**config.mk**
```make
export PLATFORM = sky130hd
export DESIGN_NAME = genetico_serial_eval
export DESIGN_NICKNAME = d
export VERILOG_FILES = /design/src/rtl/genetico_pkg.sv /design/src/rtl/le_func.sv /design/src/rtl/genetico_serial_eval.sv
export SDC_FILE = /design/constraint.sdc
export NUM_CORES = 1
export LEC_CHECK = 0
export BUFFER_PORTS_ARGS = -buffer_cell sky130_fd_sc_hd__buf_4
export CAP_MARGIN = 20
export CORE_MARGIN = 2
export CORE_UTILIZATION = 53
export CTS_CLUSTER_DIAMETER = 50
export DETAILED_ROUTE_END_ITERATION = 16
export PLACE_DENSITY = 0.69
export SLEW_MARGIN = 30
export SYNTH_ARGS = -nofsm -noshare
export SYNTH_HDL_FRONTEND = slang
export SYNTH_HIERARCHICAL = 1
export SYNTH_SLANG_ARGS = --single-unit
```
**constraint.sdc**
```tcl
create_clock -name clk -period 4.9 [get_ports clk]
set_input_delay 0.245 -clock clk [delete_from_list [all_inputs] [get_ports clk]]
set_output_delay 0.245 -clock clk [all_outputs]
set_load 0.1 [all_outputs]
```
**src/rtl/genetico_pkg.sv**
```systemverilog
// Shared types and helpers for the serial genetic-circuit evaluator.
package genetico_pkg;

  localparam int FUNC_W = 3;

  typedef enum logic [FUNC_W-1:0] {
    F_AND  = 3'd0,
    F_OR   = 3'd1,
    F_XOR  = 3'd2,
    F_NAND = 3'd3,
    F_NOR  = 3'd4,
    F_XNOR = 3'd5,
    F_NOTA = 3'd6,
    F_BUFA = 3'd7
  } le_func_e;

  typedef enum logic [1:0] {
    S_IDLE = 2'd0,
    S_EVAL = 2'd1,
    S_CAPT = 2'd2,
    S_DONE = 2'd3
  } state_e;

  // Bits needed to index n items; never less than one.
  function automatic int sel_width(input int n);
    return (n <= 2) ? 1 : $clog2(n);
  endfunction

endpackage

```
**src/rtl/le_func.sv**
```systemverilog
// Two-input logic-element function unit, time-shared across all genes.
module le_func
  import genetico_pkg::*;
(
  input  logic [FUNC_W-1:0] func,
  input  logic              a,
  input  logic              b,
  output logic              y
);

  always_comb begin
    y = 1'b0;
    unique case (le_func_e'(func))
      F_AND:  y = a & b;
      F_OR:   y = a | b;
      F_XOR:  y = a ^ b;
      F_NAND: y = ~(a & b);
      F_NOR:  y = ~(a | b);
      F_XNOR: y = ~(a ^ b);
      F_NOTA: y = ~a;
      F_BUFA: y = a;
    endcase
  end

endmodule

```
**src/rtl/genetico_serial_eval.sv**
```systemverilog
// Serial chromosome evaluator: one logic element per clock, result over valid/ready.
// Optional built-in fitness counter enabled by GENETICO_FITNESS_EN.
module genetico_serial_eval
  import genetico_pkg::*;
#(
  parameter int N_IN  = 8,
  parameter int N_LE  = 28,
  parameter int N_OUT = 8,
`ifdef GENETICO_FITNESS_EN
  parameter int FIT_W = 16,
`endif
  localparam int SEL_W  = sel_width(N_IN + N_LE),
  localparam int CFG_W  = FUNC_W + 2*SEL_W,
  localparam int ADDR_W = sel_width(N_LE + N_OUT)
) (
  input  logic              clk,
  input  logic              rst_n,
  input  logic              cfg_we,
  input  logic [ADDR_W-1:0] cfg_addr,
  input  logic [CFG_W-1:0]  cfg_wdata,
  output logic              busy,
  input  logic              in_valid,
  output logic              in_ready,
  input  logic [N_IN-1:0]   in_data,
  output logic              out_valid,
  input  logic              out_ready,
`ifdef GENETICO_FITNESS_EN
  input  logic [N_OUT-1:0]  exp_data,
  input  logic              fit_clr,
  output logic [FIT_W-1:0]  fit_count,
`endif
  output logic [N_OUT-1:0]  out_data
);

  localparam int N_SRC = N_IN + N_LE;
  localparam int IDX_W = sel_width(N_LE);

  state_e                      state, state_nx;
  logic [N_LE-1:0][CFG_W-1:0]  le_gene;
  logic [N_OUT-1:0][SEL_W-1:0] out_gene;
  logic [N_IN-1:0]             in_reg;
  logic [N_LE-1:0]             le_state;
  logic [IDX_W-1:0]            idx;
  logic [2**SEL_W-1:0]         src;
  logic [CFG_W-1:0]            cur;
  logic                        le_y;
  logic [N_OUT-1:0]            capt;

  // Zero padding makes every out-of-range select read 0.
  always_comb begin
    src = '0;
    src[N_SRC-1:0] = {le_state, in_reg};
  end

  assign cur = le_gene[idx];

  le_func u_le_func (
    .func (cur[CFG_W-1 -: FUNC_W]),
    .a    (src[cur[SEL_W-1:0]]),
    .b    (src[cur[2*SEL_W-1 -: SEL_W]]),
    .y    (le_y)
  );

  for (genvar k = 0; k < N_OUT; k++) begin : g_out
    assign capt[k] = src[out_gene[k]];
  end

  always_ff @(posedge clk or negedge rst_n)
    if (!rst_n) state <= S_IDLE;
    else        state <= state_nx;

  always_comb begin
    state_nx = state;
    unique case (state)
      S_IDLE:  if (in_valid) state_nx = S_EVAL;
      S_EVAL:  if (idx == IDX_W'(N_LE-1)) state_nx = S_CAPT;
      S_CAPT:  state_nx = S_DONE;
      S_DONE:  if (out_ready) state_nx = S_IDLE;
      default: state_nx = S_IDLE;
    endcase
  end

  assign in_ready  = rst_n && (state == S_IDLE);
  assign out_valid = (state == S_DONE);
  assign busy      = (state != S_IDLE);

  // le_state is written in place, so lower LEs are already fresh when higher ones read them.
  always_ff @(posedge clk or negedge rst_n) begin
    if (!rst_n) begin
      le_gene  <= '0;
      out_gene <= '0;
      in_reg   <= '0;
      le_state <= '0;
      idx      <= '0;
      out_data <= '0;
    end else begin
      if (state == S_IDLE && cfg_we) begin
        for (int i = 0; i < N_LE; i++)
          if (cfg_addr == ADDR_W'(i)) le_gene[i] <= cfg_wdata;
        for (int k = 0; k < N_OUT; k++)
          if (cfg_addr == ADDR_W'(N_LE + k)) out_gene[k] <= cfg_wdata[SEL_W-1:0];
      end
      if (state == S_IDLE && in_valid) begin
        in_reg <= in_data;
        idx    <= '0;
      end
      if (state == S_EVAL) begin
        le_state[idx] <= le_y;
        idx           <= idx + 1'b1;
      end
      if (state == S_CAPT) out_data <= capt;
    end
  end

`ifdef GENETICO_FITNESS_EN
  localparam logic [31:0] FIT_MAX = 32'((64'd1 << FIT_W) - 64'd1);

  logic [N_OUT-1:0] exp_reg;
  logic [31:0]      fit_err, fit_sum;

  always_comb begin
    fit_err = '0;
    for (int k = 0; k < N_OUT; k++) fit_err = fit_err + 32'(capt[k] ^ exp_reg[k]);
    fit_sum = (fit_clr ? 32'd0 : 32'(fit_count)) + fit_err;
  end

  always_ff @(posedge clk or negedge rst_n) begin
    if (!rst_n) begin
      exp_reg   <= '0;
      fit_count <= '0;
    end else begin
      if (state == S_IDLE && in_valid) exp_reg <= exp_data;
      if (state == S_CAPT)  fit_count <= (fit_sum > FIT_MAX) ? '1 : fit_sum[FIT_W-1:0];
      else if (fit_clr)     fit_count <= '0;
    end
  end
`endif

endmodule

```
; After elaboration in Yosys (flattened, before gate mapping)
; Index checks and enable logic that the tools add are counted.
[word_totals]
ff_bits = 519
in_bits = 34
elab_cells = 188
output_inout_bits = 11
[classes]
n_mux = 32
add_sub_neg = 1
order_cmp = 12
n_bitwise = 7
n_reduce_logical = 46
eq_ne = 49
[op_table]
columns = op, count
row1 = equality test 6 x 5 -> 1 bit (second input constant), 16
row2 = binary-select mux 15 bit (select 5 bit), 1
row3 = AND reduction 2 bit, 36
row4 = < comparator 6 x 7 -> 1 bit (second input constant), 10
row5 = binary-select mux 1 bit (select 6 bit), 10
row6 = equality test 6 x 4 -> 1 bit (second input constant), 8
row7 = bitwise mux 28 bit, 1
row8 = equality test 6 x 3 -> 1 bit (second input constant), 4
row9 = equality test 6 bit (second input constant), 4
row10 = 2-to-1 mux 15 bit, 1
row11 = equality test 3 bit (second input constant), 4
row12 = equality test 6 x 2 -> 1 bit (second input constant), 2
row13 = 2-to-1 mux 1 bit, 11
row14 = 2-to-1 mux 5 bit, 2
row15 = case mux 1 bit (8 select lines), 1
row16 = case mux 2 bit (4 select lines), 1
row17 = equality test 3 x 2 -> 1 bit (second input constant), 2
row18 = equality test 6 x 1 -> 1 bit (second input constant), 1
row19 = zero test 6 bit, 1
row20 = < comparator 5 x 6 -> 1 bit (second input constant), 1
row21 = 2-to-1 mux 2 bit, 3
row22 = adder 5 x 1 -> 5 bit (second input constant), 1
row23 = demux 1 bit (select 5 bit), 1
row24 = equality test 5 bit (second input constant), 1
row25 = other kinds (15), 24

; Depth between registers and ports, before layout
[depth]
ltp_word = 8
depth_mapped = 21
ltp_nobuf = 15

; Cells and area by module
; The synthesis kept the hierarchy.
[modules_own_cells]
columns = module, area_each_um2, cells_per_inst, seq_area_each_um2, instances
row1 = genetico_serial_eval, 26500.4, 1855, 12987.5, 1
row2 = le_func, 115.1, 17, 0.0, 1

; Worst setup path after synthesis
; OpenSTA, ideal clock, no wires.
[synth_timing]
path_type = register to register
start = reg idx[0]
end = reg le_state[10]
arrival_time_ps = 4196
slack_ps = 579
path_stages_with_launch = 20
n_path_buf = 4
required_time_ps = 4775
setup_time_ps = 125
synth_period_minus_slack_ps = 4321
cell_sequence = dfrtp_1 > buf_6 > buf_12 > mux4_1 > a22o_1 > nand2_1 > nand3_1 > a21oi_4 > mux2_2 > a211oi_1 > nand3_1 > a41oi_1 > inv_1 > ha_1 > nor2_1 > a21oi_1 > o311a_1 > buf_1 > clkbuf_1 > mux2_2
[synth_via]
elab_chain_cells = 8
word_cells_on_any_way = 28
classes_between = order compare: 2 / eq/ne: 7 / mux: 10 / bitwise: 7 / reduce/logical: 2
[synth_lines]
columns = item, line
row1 = from (decl), genetico_serial_eval.sv:43  ; logic [IDX_W-1:0] idx;
row2 = from (signal assigned), genetico_serial_eval.sv:109  ; idx <= idx + 1'b1;
row3 = binary-select mux 15 bit (select 5 bit) *, genetico_serial_eval.sv:55  ; assign cur = le_gene[idx];
row4 = 2-to-1 mux 15 bit (implied by the code) *, genetico_serial_eval.sv:55
row5 = "binary-select mux 1 bit (select 6 bit), on equally long branches", "genetico_serial_eval.sv:59, genetico_serial_eval.sv:60"
row6 = "2-to-1 mux 1 bit, on equally long branches", "genetico_serial_eval.sv:59, genetico_serial_eval.sv:60"
row7 = "bitwise XOR 1 bit, or another cell as far along", "le_func.sv:16, le_func.sv:19"
row8 = "inverter 1 bit, on equally long branches", "le_func.sv:19, le_func.sv:17, le_func.sv:18"
row9 = case mux 1 bit (8 select lines) *, le_func.sv:13  ; unique case (le_func_e'(func))
row10 = net le_y, genetico_serial_eval.sv:46  ; logic le_y;
row11 = bitwise mux 28 bit *, genetico_serial_eval.sv:108  ; le_state[idx] <= le_y;
row12 = "to (signal, indexed assignment)", genetico_serial_eval.sv:108
row13 = to (decl), genetico_serial_eval.sv:42  ; logic [N_LE-1:0] le_state;
; Mark *: on every way through the listed nets, which the timed path passes. The rest lies on a longest branch. The select of a mux whose other input is x is not followed.
; A chain may end at the register's enable or synchronous reset.

; Final worst setup path
[layout_timing]
start = reg idx[0]
end = reg le_state[23]
; The elaborated chain is that of the path after synthesis.

==> impl_results.md <==
- Compound-cell area share of the yosys netlist: 2.79%
- Ys flop type: dfrtp_1
- Final setup viols: 0
- Layout cells sized above 1: 48.7%
- Setup Skew: 0.0291 ns
- Clock sink count: 519
- Total number of vias: 16536
- DRT iter0 DRCs: 1560
- Cell area after layout: 29800 µm²
- Final WL: 71600 µm
- Max_cap viols: 0
- Yosys warns: 6
- LEAKAGE: 13.9 nW
- Critical path data arrival time: 5.28 ns
- H-tree depth: 2
- Syn Inst Count: 1872
- CP required: 5.46 ns
- # DRC: 0
- Largest net degree at the start of global routing: 159
- PD cells: 535 nW/µm²
- Hold Path Stages: 2
- Internal power: 10.3 mW
- DIE WIDTH: 228 µm
- CP Class: reg -> reg
- EDFF count, synth: 0
- Ports: 45
- #FFs+latches synth: 519
- Total Nets Final: 1913
- Post-DP HPWL: 44100 µm
- Largest Register: le_gene
- DRT Pass-1 Iters: 5
- Most frequent cell after synthesis: dfrtp_1
- Max reg flops: 420
- Post-DR wirelength/cell: 27.7 µm
- Gpl congestion: 0.878
- Status: finished clean
- Initial core utilization: 53.4%
- RSZ-0062 raised after global routing: no
- Fmax: 212 MHz
- Register clock-pin slew on the reported worst setup and hold paths: 0.06 ns
- Placement row count: 82
- Mapped Nets: 1917
- Seq pwr share: 37.3%
- Post-route ant nets: 0
- Global-route wire length before repair: 110000 µm
- Post-synthesis mux area share: 40.1%
- Critical path endpoint category: flop
- CP Cell Sequence: buf_4 > buf_16 > mux4_2 > o21ai_0 > nor4_1 > nor3_4 > nor3b_1 > a21o_1 > a2111o_1 > a2bb2oi_2 > inv_1 > ha_1 > or2b_1 > a32oi_1 > o311a_2 > mux2_2
- Setup Slack @ Placement: -0.357 ns
- Tcrit/Tclk final: 96.5%
- Post-Synth Adder-Cell Area: 0.517%
- CTS tree: done
- Xor and xnor fraction of the mapped netlist area: 0.0987%
- Core Box Area: 49900 µm²
- Antenna violations before repair: 0
- Post-synthesis cell type count: 66
- Min Tclk post-route: 4.73 ns
- Top cell type's share of synthesized area: 48.8%
- Slowest-stage cell, CP: nor4_1
- Die area: 52000 µm²
- CP peak stage delay: 0.78 ns
- Post-synth top area cell: dfrtp_1
- Fin. Hold Viols: 0
- Mean area per synthesized cell: 14.2 µm²
- Logic pwr share: 34.8%
- Max transition margin: 29.0%
- Min-Delay Path Class: in -> reg
- Post-Syn Area: 26600 µm²
- Total power: 16.0 mW
- I/O Buffers: 44
- Biggest regs: le_gene: 420 flops, out_gene: 48 flops, le_state: 28 flops
- Worst Slack Setup Final: 0.173 ns
- Number of global-route vias before repair: 17374
- Clock share of power: 27.8%
- Vias per cell: 6.39
- Area growth from synthesis to final layout: 12.0%
- Register area share after synthesis: 48.8%
- Total CTS buffers: 60
- Asr flop ratio synth: 100%
- Top cells by count, synth: dfrtp_1 (519), mux2_2 (509), mux4_2 (177)
- Die height: 228 µm
- CP Launch Type: flop
- Max Root-Sink Buffers: 3
- Worst-Margin Slew: 1.06 ns
- GRT overflow: 0
- Cell Area, Placed: 27600 µm²
- Max-slew violation count: 0
- Antenna cells: 0
- Net Sw Frac: 35.4%
- Hold Slack: 0.104 ns
- Post-synthesis simple-gate area fraction: 4.24%
- VDD IR max: 0.000338 V
- Clock Root Buffer: clkbuf_16
- Reg2Reg Depth: 16
- Maximum net fanout on the critical path: 28
- Clock latency on the worst-skew pair: 0.65 ns
- Switching pwr: 5.64 mW
- Main combinational cell family by area after synthesis: multiplexers
- GR Util All Layers: 27.9%
- Top cells by area, synth: dfrtp_1 (49%), mux2_2 (22%), mux4_2 (15%)
==> routing by layer <==
metal  track usage, %  up-vias  part of all wire (%)
met5                0        -                     0
met4             11.7        0                   3.9
met3             4.63      160                   6.8
met2             44.7      673                    48
met1             38.2     8743                    41
li1                 -     6960                     -
==> cell families (layout without fill, tap and decap cells) <==
logic type | after synthesis | in the layout
AO/OA/AOI/OAI | 109 | 109
XOR/XNOR | 3 | 3
adder cells (fa/ha/maj) | 11 | 11
buffers and inverters | 212 | 254
flip-flops | 519 | 519
multiplexers | 768 | 768
AND/OR/NAND/NOR | 250 | 250
==> repair_timing <==
action                                 in CTS  in global routing
setup endpoints to repair                  28                 28
endpoints found under the hold margin      71                  0
pin swaps                                   0                  0
buffers inserted                            0                  5
hold buffers                                9                  0
gates resized for setup                     3                  2
==> power groups by stage <==
stage | combinational (mW) | clock (mW) | sequential [mW]
finish | 5.56 | 4.44 | 5.95
global route | 5.91 | 4.70 | 6.04
CTS | 5.39 | 4.52 | 5.97
detailed placement | 5.34 | 0 | 6.04
global placement | 5.23 | 0 | 6.00
floorplan | 4.16 | 0 | 5.60
==> path summary, 6_finish.rpt <==
path	from	end	slack, ns
max in group asynchronous	rst_n	le_gene[402]$_DFFE_PN0P_	3.40
worst max register to register	idx[0]$_DFFE_PN0P_	le_state[23]$_DFFE_PN0P_	0.17
worst max-delay path	idx[0]$_DFFE_PN0P_	le_state[23]$_DFFE_PN0P_	0.17
worst min-delay path	cfg_wdata[14]	le_gene[59]$_DFFE_PN0P_	0.10
min in group asynchronous	rst_n	le_gene[4]$_DFFE_PN0P_	0.19
worst min register to register	le_gene[231]$_DFFE_PN0P_	le_gene[231]$_DFFE_PN0P_	0.50
==> layout by cell type, fill, tap and decap left out, types with 11 or more instances in the layout <==
| master | instances |
|---|---|
| dfrtp_1 | 515 |
| mux2_2 | 509 |
| mux4_2 | 177 |
| buf_4 | 101 |
| nand2_1 | 84 |
| mux2i_1 | 73 |
| nor2_1 | 62 |
| clkbuf_16 | 60 |
| a21oi_1 | 35 |
| nand3_1 | 29 |
| inv_1 | 21 |
| o21ai_0 | 19 |
| nor3_1 | 16 |
| clkbuf_1 | 14 |
| a31oi_1 | 12 |
| nand2_2 | 12 |
| ha_1 | 11 |
==> through the flow <==
| step | utilization [%] | TNS [ns] | instances |
|---|---|---|---|
| after global placement | 55.3 | -5.71 | 2463 |
| after CTS | 59.6 | 0 | 2581 |
| final | 59.8 | 0 | 2586 |
| after global routing | 59.8 | 0 | 2586 |
| after detailed placement | 55.4 | -9.58 | 2464 |
| after floorplan | - | 0 | 1872 |
==> final cells by class <==
type	instances	area (µm²)
fillers	3857	20100
flip-flops and latches	519	13000
multi-input cells	1141	12800
clock buffers	84	1690
repair buffers	123	1100
well taps	672	841
clock inverters	24	279
inverters	23	86.3
==> worst max-delay path: cells and delay by family, from the launching register on <==
| family | cells | cell delay (ns) |
|---|---|---|
| AO/OA/AOI/OAI | 6 | 1.54 |
| AND/OR/NAND/NOR | 4 | 1.40 |
| flip-flops | 1 | 0.53 |
| buffers and inverters | 3 | 0.40 |
| multiplexers | 2 | 0.58 |
| adder cells (fa/ha/maj) | 1 | 0.20 |
Power figures use the tool's default switching activity.
